### config.mk
export PLATFORM = sky130hd
export DESIGN_NAME = lsu_queued
export DESIGN_NICKNAME = d
export VERILOG_FILES = /design/src/rtl/lsu_queued_pkg.sv /design/src/rtl/lsu_queued_align.sv /design/src/rtl/lsu_queued.sv
export SDC_FILE = /design/constraint.sdc
export NUM_CORES = 1
export LEC_CHECK = 0
export BUFFER_PORTS_ARGS = -buffer_cell sky130_fd_sc_hd__buf_4
export CORE_MARGIN = 1.5
export CORE_UTILIZATION = 40
export CTS_CLUSTER_DIAMETER = 200
export CTS_CLUSTER_SIZE = 30
export DETAILED_ROUTE_END_ITERATION = 7
export PLACE_DENSITY_LB_ADDON = 0.08
export SLEW_MARGIN = 20
export SYNTH_ARGS = -nofsm -noshare
export SYNTH_HDL_FRONTEND = slang
export SYNTH_SLANG_ARGS = --single-unit
### constraint.sdc
create_clock -name clk -period 4 [get_ports clk]
set_input_delay 1.2 -clock clk [delete_from_list [all_inputs] [get_ports clk]]
set_output_delay 1.2 -clock clk [all_outputs]
set_load 0.05 [all_outputs]
### src/rtl/lsu_queued_pkg.sv
// Shared core configuration for the queued load/store unit: command encoding,
// access sizes, queue entry layout and decode helpers (package core_config_pkg).
package core_config_pkg;

  localparam int unsigned XLEN       = 32;
  localparam int unsigned REG_ADDR_W = 5;
  localparam int unsigned LSU_DEPTH  = 4;

  typedef enum logic [4:0] {
    ALU_ADD, ALU_SUB, ALU_AND, ALU_OR, ALU_XOR, ALU_SLL, ALU_SRL, ALU_SRA,
    ALU_SLT, ALU_SLTU,
    LSU_LB, LSU_LH, LSU_LW, LSU_LBU, LSU_LHU, LSU_SB, LSU_SH, LSU_SW
  } alu_commands_t;

  typedef enum logic [1:0] {BYTE, HALF, WORD} mem_size_t;

  typedef enum logic [1:0] {E_FREE, E_SEND, E_WAIT, E_DONE} entry_state_t;

  // data holds store data until the response, then the extended load result
  typedef struct packed {
    entry_state_t            state;
    logic                    is_load;
    logic                    is_signed;
    mem_size_t               size;
    logic                    err;
    logic [REG_ADDR_W-1:0]   rd;
    logic [XLEN-1:0]         addr;
    logic [XLEN-1:0]         data;
  } lsu_entry_t;

  function automatic logic is_lsu(alu_commands_t c);
    return c inside {LSU_LB, LSU_LH, LSU_LW, LSU_LBU, LSU_LHU, LSU_SB, LSU_SH, LSU_SW};
  endfunction

  function automatic logic cmd_is_load(alu_commands_t c);
    return c inside {LSU_LB, LSU_LH, LSU_LW, LSU_LBU, LSU_LHU};
  endfunction

  function automatic logic cmd_is_signed(alu_commands_t c);
    return c inside {LSU_LB, LSU_LH};
  endfunction

  function automatic mem_size_t cmd_size(alu_commands_t c);
    mem_size_t s;
    case (c)
      LSU_LB, LSU_LBU, LSU_SB: s = BYTE;
      LSU_LH, LSU_LHU, LSU_SH: s = HALF;
      default:                 s = WORD;
    endcase
    return s;
  endfunction

  function automatic logic misaligned(mem_size_t s, logic [1:0] off);
    return ((s == HALF) && off[0]) || ((s == WORD) && (off != 2'b00));
  endfunction

endpackage

### src/rtl/lsu_queued_align.sv
// Byte-lane helper for the LSU: store byte enables and lane replication,
// load word extraction with sign/zero extension.
module lsu_align
  import core_config_pkg::*;
(
  input  mem_size_t        st_size,
  input  logic [1:0]       st_off,
  input  logic [XLEN-1:0]  st_data,
  output logic [3:0]       st_be,
  output logic [XLEN-1:0]  st_lanes,
  input  mem_size_t        ld_size,
  input  logic             ld_signed,
  input  logic [1:0]       ld_off,
  input  logic [XLEN-1:0]  ld_word,
  output logic [XLEN-1:0]  ld_data
);

  logic [XLEN-1:0] shifted;

  always_comb begin
    st_be    = 4'b1111;
    st_lanes = st_data;
    case (st_size)
      BYTE: begin
        st_be    = 4'b0001 << st_off;
        st_lanes = {4{st_data[7:0]}};
      end
      HALF: begin
        st_be    = 4'b0011 << {st_off[1], 1'b0};
        st_lanes = {2{st_data[15:0]}};
      end
      default: ;
    endcase
  end

  always_comb begin
    shifted = ld_word >> {ld_off, 3'b000};
    ld_data = shifted;
    case (ld_size)
      BYTE:    ld_data = {{24{ld_signed & shifted[7]}}, shifted[7:0]};
      HALF:    ld_data = {{16{ld_signed & shifted[15]}}, shifted[15:0]};
      default: ;
    endcase
  end

endmodule

### src/rtl/lsu_queued.sv
// Queued load/store unit: DEPTH in-flight accesses on a req/gnt/rvalid bus with
// in-order commit. Define LSU_MISALIGN_TRAP_EN to fault misaligned H/W accesses.
module lsu_queued #(
  parameter int unsigned XLEN       = core_config_pkg::XLEN,
  parameter int unsigned REG_ADDR_W = core_config_pkg::REG_ADDR_W,
  parameter int unsigned DEPTH      = core_config_pkg::LSU_DEPTH
) (
  input  logic                           clk,
  input  logic                           rst_n,
  input  logic                           i_valid,
  input  logic [XLEN-1:0]                arg0,
  input  logic [XLEN-1:0]                arg1,
  input  logic [XLEN-1:0]                imm,
  input  core_config_pkg::alu_commands_t cmd,
  input  logic [REG_ADDR_W-1:0]          i_rd,
  output logic                           busy,
  output logic                           i_error,
  output logic [XLEN-1:0]                res,
  output logic [REG_ADDR_W-1:0]          o_rd,
  output logic                           valid,
  output logic                           o_error,
  output logic                           req,
  input  logic                           clear,
  output logic                           mem_req,
  output logic                           mem_we,
  output logic [XLEN-1:0]                mem_addr,
  output logic [XLEN-1:0]                mem_wdata,
  output logic [XLEN/8-1:0]              mem_be,
  input  logic                           mem_gnt,
  input  logic                           mem_rvalid,
  input  logic [XLEN-1:0]                mem_rdata,
  input  logic                           mem_err
);
  import core_config_pkg::*;

  localparam int unsigned PW = $clog2(DEPTH);

  lsu_entry_t      q [DEPTH];
  logic [PW-1:0]   tail, head, send_ptr, resp_ptr, head_nx;
  logic [PW:0]     count;

  logic            lsu_op, accept, pop, gnt_fire, send_skip, rsp_fire, nx_done;
  logic [XLEN-1:0] eff_addr, ent_addr, ent_data, st_lanes, ld_data;
  logic [3:0]      st_be;
  logic            ent_err;
  mem_size_t       isz;

  assign lsu_op   = is_lsu(cmd);
  assign busy     = (count == (PW+1)'(DEPTH));
  assign accept   = i_valid && lsu_op && !busy;
  assign pop      = clear && valid;
  assign eff_addr = arg0 + imm;
  assign isz      = cmd_size(cmd);
  assign ent_data = cmd_is_load(cmd) ? '0 : arg1;

  always_comb begin
    ent_addr = eff_addr;
    ent_err  = 1'b0;
`ifdef LSU_MISALIGN_TRAP_EN
    ent_err  = misaligned(isz, eff_addr[1:0]);
`else
    case (isz)
      HALF:    ent_addr[0]   = 1'b0;
      WORD:    ent_addr[1:0] = 2'b00;
      default: ;
    endcase
`endif
  end

  assign mem_req   = (q[send_ptr].state == E_SEND) && !q[send_ptr].err;
  assign mem_we    = mem_req && !q[send_ptr].is_load;
  assign mem_addr  = mem_req ? {q[send_ptr].addr[XLEN-1:2], 2'b00} : '0;
  assign mem_be    = mem_req ? st_be : '0;
  assign mem_wdata = mem_we ? st_lanes : '0;
  assign gnt_fire  = mem_req && mem_gnt;
  // A faulted entry waits until every earlier access has responded so the
  // response pointer can step over it without reordering.
  assign send_skip = (q[send_ptr].state == E_SEND) && q[send_ptr].err && (resp_ptr == send_ptr);
  assign rsp_fire  = mem_rvalid && (q[resp_ptr].state == E_WAIT);

  assign head_nx   = pop ? head + 1'b1 : head;
  assign nx_done   = (q[head_nx].state == E_DONE);

  lsu_align u_align (
    .st_size   (q[send_ptr].size),
    .st_off    (q[send_ptr].addr[1:0]),
    .st_data   (q[send_ptr].data),
    .st_be     (st_be),
    .st_lanes  (st_lanes),
    .ld_size   (q[resp_ptr].size),
    .ld_signed (q[resp_ptr].is_signed),
    .ld_off    (q[resp_ptr].addr[1:0]),
    .ld_word   (mem_rdata),
    .ld_data   (ld_data)
  );

  always_ff @(posedge clk or negedge rst_n) begin
    if (!rst_n) begin
      q        <= '{default: '0};
      tail     <= '0;
      head     <= '0;
      send_ptr <= '0;
      resp_ptr <= '0;
      count    <= '0;
      valid    <= 1'b0;
      res      <= '0;
      o_rd     <= '0;
      o_error  <= 1'b0;
      req      <= 1'b0;
      i_error  <= 1'b0;
    end else begin
      if (accept) begin
        q[tail] <= '{state: E_SEND, is_load: cmd_is_load(cmd), is_signed: cmd_is_signed(cmd),
                     size: isz, err: ent_err, rd: i_rd, addr: ent_addr, data: ent_data};
        tail <= tail + 1'b1;
      end
      if (gnt_fire) begin
        q[send_ptr].state <= E_WAIT;
        send_ptr          <= send_ptr + 1'b1;
      end
      if (send_skip) begin
        q[send_ptr].state <= E_DONE;
        q[send_ptr].data  <= '0;
        send_ptr          <= send_ptr + 1'b1;
        resp_ptr          <= resp_ptr + 1'b1;
      end
      if (rsp_fire) begin
        q[resp_ptr].state <= E_DONE;
        q[resp_ptr].err   <= mem_err;
        q[resp_ptr].data  <= q[resp_ptr].is_load ? ld_data : '0;
        resp_ptr          <= resp_ptr + 1'b1;
      end
      if (pop) begin
        q[head].state <= E_FREE;
        head          <= head + 1'b1;
      end
      count   <= count + (PW+1)'(accept) - (PW+1)'(pop);
      // Commit view looks past the entry being popped so back-to-back pops see no bubble
      valid   <= nx_done;
      res     <= nx_done ? q[head_nx].data : '0;
      o_rd    <= nx_done ? q[head_nx].rd : '0;
      o_error <= nx_done && q[head_nx].err;
      req     <= nx_done && q[head_nx].is_load && (q[head_nx].rd != '0);
      i_error <= i_valid && !lsu_op;
    end
  end

endmodule

==> summary.txt <==
Run status
  • Outcome: finished, violations left
  • Failing checks: setup timing

STA
  • Slew @ Worst Pin: 0.849 ns
  • Tcrit/Tclk final: 1.00
  • Slew HR: 0.434
  • F_max: 0.249 GHz
  • Fin. Hold Viols: 0
  • Final count of pins violating max slew: 0
  • Setup Skew: 0.0276 ns
  • Crit path setup slack, layout: -0.00921 ns
  • Min Tclk post-route: 4.01 ns
  • RSZ-0062 raised after global routing: yes
  • # setup viols final: 3

Worst setup path
  • CP max FO: 8
  • CP Capture Type: primary output
  • Worst Setup SP: send_ptr[0]
  • Critical R2R Launch: resp_ptr[0]
  • Critical path class: reg -> out
  • CP arrival: 2.81 ns
  • Startpoint types: flip-flop
  • CP required: 2.80 ns

Drt
  • Metal-1 WL: 29300 µm
  • First DRT Iteration DRCs: 1628
  • DR WL met3: 4480 µm
  • Average wire per standard cell: 23.4 µm
  • Vias per cell: 5.86
  • DRT antenna net count: 0
  • Vias: 17.5k
  • First-pass DRT Iterations: 5
  • DRC: 0
  • Metal2 WL: 34400 µm
  • Drt total wl: 69900 µm
  • Highest routed layer: met4

Floorplan
  • Initial Util: 0.407
  • Die Ht: 229 µm
  • Die Footprint: 0.0527 mm²
  • Core Footprint: 0.0504 mm²
  • Site Rows: 82
  • I/O pin count: 257
  • Die width: 229 µm

Place
  • Post-detail-place hpwl: 48700 µm
  • Placer Congestion: 0.865
  • Number of port buffers: 254
  • Placed Cells: 2959
  • Dpl ws: -0.180 ns

GRT
  • First-pass GRT wire length: 107000 µm
  • Largest net degree at the start of global routing: 94
  • Initial antenna violation count: 1
  • Gr ovfl total: 0
  • GRT Total Usage: 0.261
  • Vias in the first global route: 17.5k

Clock network
  • Num CTS Buffers: 15
  • Clock net sink count: 356
  • Clock Latency Late Sink: 0.54 ns
  • Clk root buf: clkbuf_16
  • CTS Hold Bufs: 0
  • Maximum clock path buffer count: 3
  • CTS tree: yes
  • Clock slew seen by the registers of the worst setup and hold paths: 0.12 ns
  • H-tree levels: 1

Synth
  • Synthesized instance count: 2099
  • Syn avg cell area: 9.77 µm²
  • Cell Area, Synth: 0.0205 mm²
  • FF+latch count, synth: 356
  • Number of flops mapped to enable cells by yosys: 0
  • Main flop type after synthesis: dfrtp_1
  • Synth cell types: 71
  • YS warnings: 0
  • Async S/R FF share, synth: 1.00
  • Seq/Total Area, Yosys: 0.434

Power and ir drop
  • P per Cell Area: 823 mW/mm²
  • Maximum VDD drop: 0.000764 V
  • Static leakage power: 10.8 nW

Cells and area
  • Layout area overhead: 18.2%
  • Final non-filler cell total: 2985
  • Nets@finish: 2509
  • Antenna diodes: 0
  • Fraction of layout cells with a size suffix above 1: 0.258
  • Commonest cells after routing, fill and taps aside: nand2_1 (398), dfrtp_1 (354), buf_4 (310)
  • Commonest non-fill, non-tap cell in the layout: nand2_1

Run
  • Maxcap violations: 0

Min path
  • HP Class: reg -> reg
-- cell type report --
class | instances | area, µm²
multi-input combinational | 1565 | 11100
sequential | 356 | 8920
clock buffer | 16 | 379
inverter | 28 | 105
fill | 4812 | 26100
clock inverter | 1 | 30.0
timing repair buffer | 347 | 2930
tap | 672 | 841
-- worst max-delay path, cell delays in order (launching register included) --
cell       delay (ns)
dfrtp_4          0.51
mux4_2           0.54
a211o_4          0.38
or2_4            0.35
clkbuf_16        0.19
a21oi_2          0.12
buf_6            0.17
-- path summary, 6_finish.rpt --
kind,end,slack [ns],depth (start not counted)
worst max register to register,q[169],0.77,7
worst max-delay path,mem_wdata[14],-0.009,6
min in group asynchronous,res[24],0.68,1
worst min register to register,flip-flop,0.48,2
worst min-delay path,flip-flop,0.48,2
max in group asynchronous,async pin,2.36,2
-- kinds of logic (layout without fill, tap and decap cells) --
logic type,count (synthesis),in the layout,synth area share
AND/OR/NAND/NOR,747,749,0.158
flip-flops,356,356,0.434
buffers and inverters,181,392,0.0378
AO/OA/AOI/OAI,533,533,0.157
XOR/XNOR,31,31,0.0136
multiplexers,199,199,0.167
other,1,2,0.000183
adder cells (fa/ha/maj),51,51,0.0318
-- synthesized netlist by cell type, drive strengths merged, types with 6 or more instances --
cell type  count  area, µm²
nand2        405       1540
mux2          65        732
and3           7       43.8
o221ai        34        298
a211oi         8       60.1
mux4         107       2420
o21bai         7       52.6
nand3         30        163
o31ai          8       60.1
and2          10       62.6
xor2          10       87.6
ha            49        613
buf           57        310
xnor2         21        191
o211ai        32        245
inv           28        105
o21ai        112        561
nor2         178        668
a31oi          7       43.8
a21oi        200       1000
a21o          10       75.1
mux2i         27        287
nor2b         77        489
dfrtp        356       8910
or2            6       37.5
nand4          8       50.1
o21a           9       67.6
o22ai         75        469
clkbuf        96        360
-- layer usage --
layer,vias to the layer above,GRT usage
met4,0,0.0648
li1,7909,-
met1,8819,0.348
met2,687,0.447
met5,-,0
met3,87,0.0339
-- power by group --
group / switching [W] / total, W / internal, W
logic: 0.00734 / 0.0120 / 0.00466
clock network: 0.00117 / 0.00193 / 0.000757
registers: 0.000959 / 0.00605 / 0.00509
-- what timing repair did --
action,4_1_cts,5_1_grt
setup endpoints to repair,39,31
buffers inserted,4,2
resized for setup,4,51
cloned,0,3
pin swaps,1,3
-- per-stage QoR --
stage	TNS, ns	hold WS [ns]	cell area, µm²	utilization	total power [W]
final	-0.0183	0.481	24300	0.482	0.0200
after global routing	-0.809	0.503	24300	0.482	0.0211
after CTS	-0.0630	0.482	24000	0.477	0.0196
after detailed placement	-2.31	0.456	23600	0.468	0.0176
after global placement	-1.88	0.444	23600	0.468	0.0174
after floorplan	-3.00	0.433	20500	-	0.0136
Note: power is estimated with default switching activity, not from simulation.
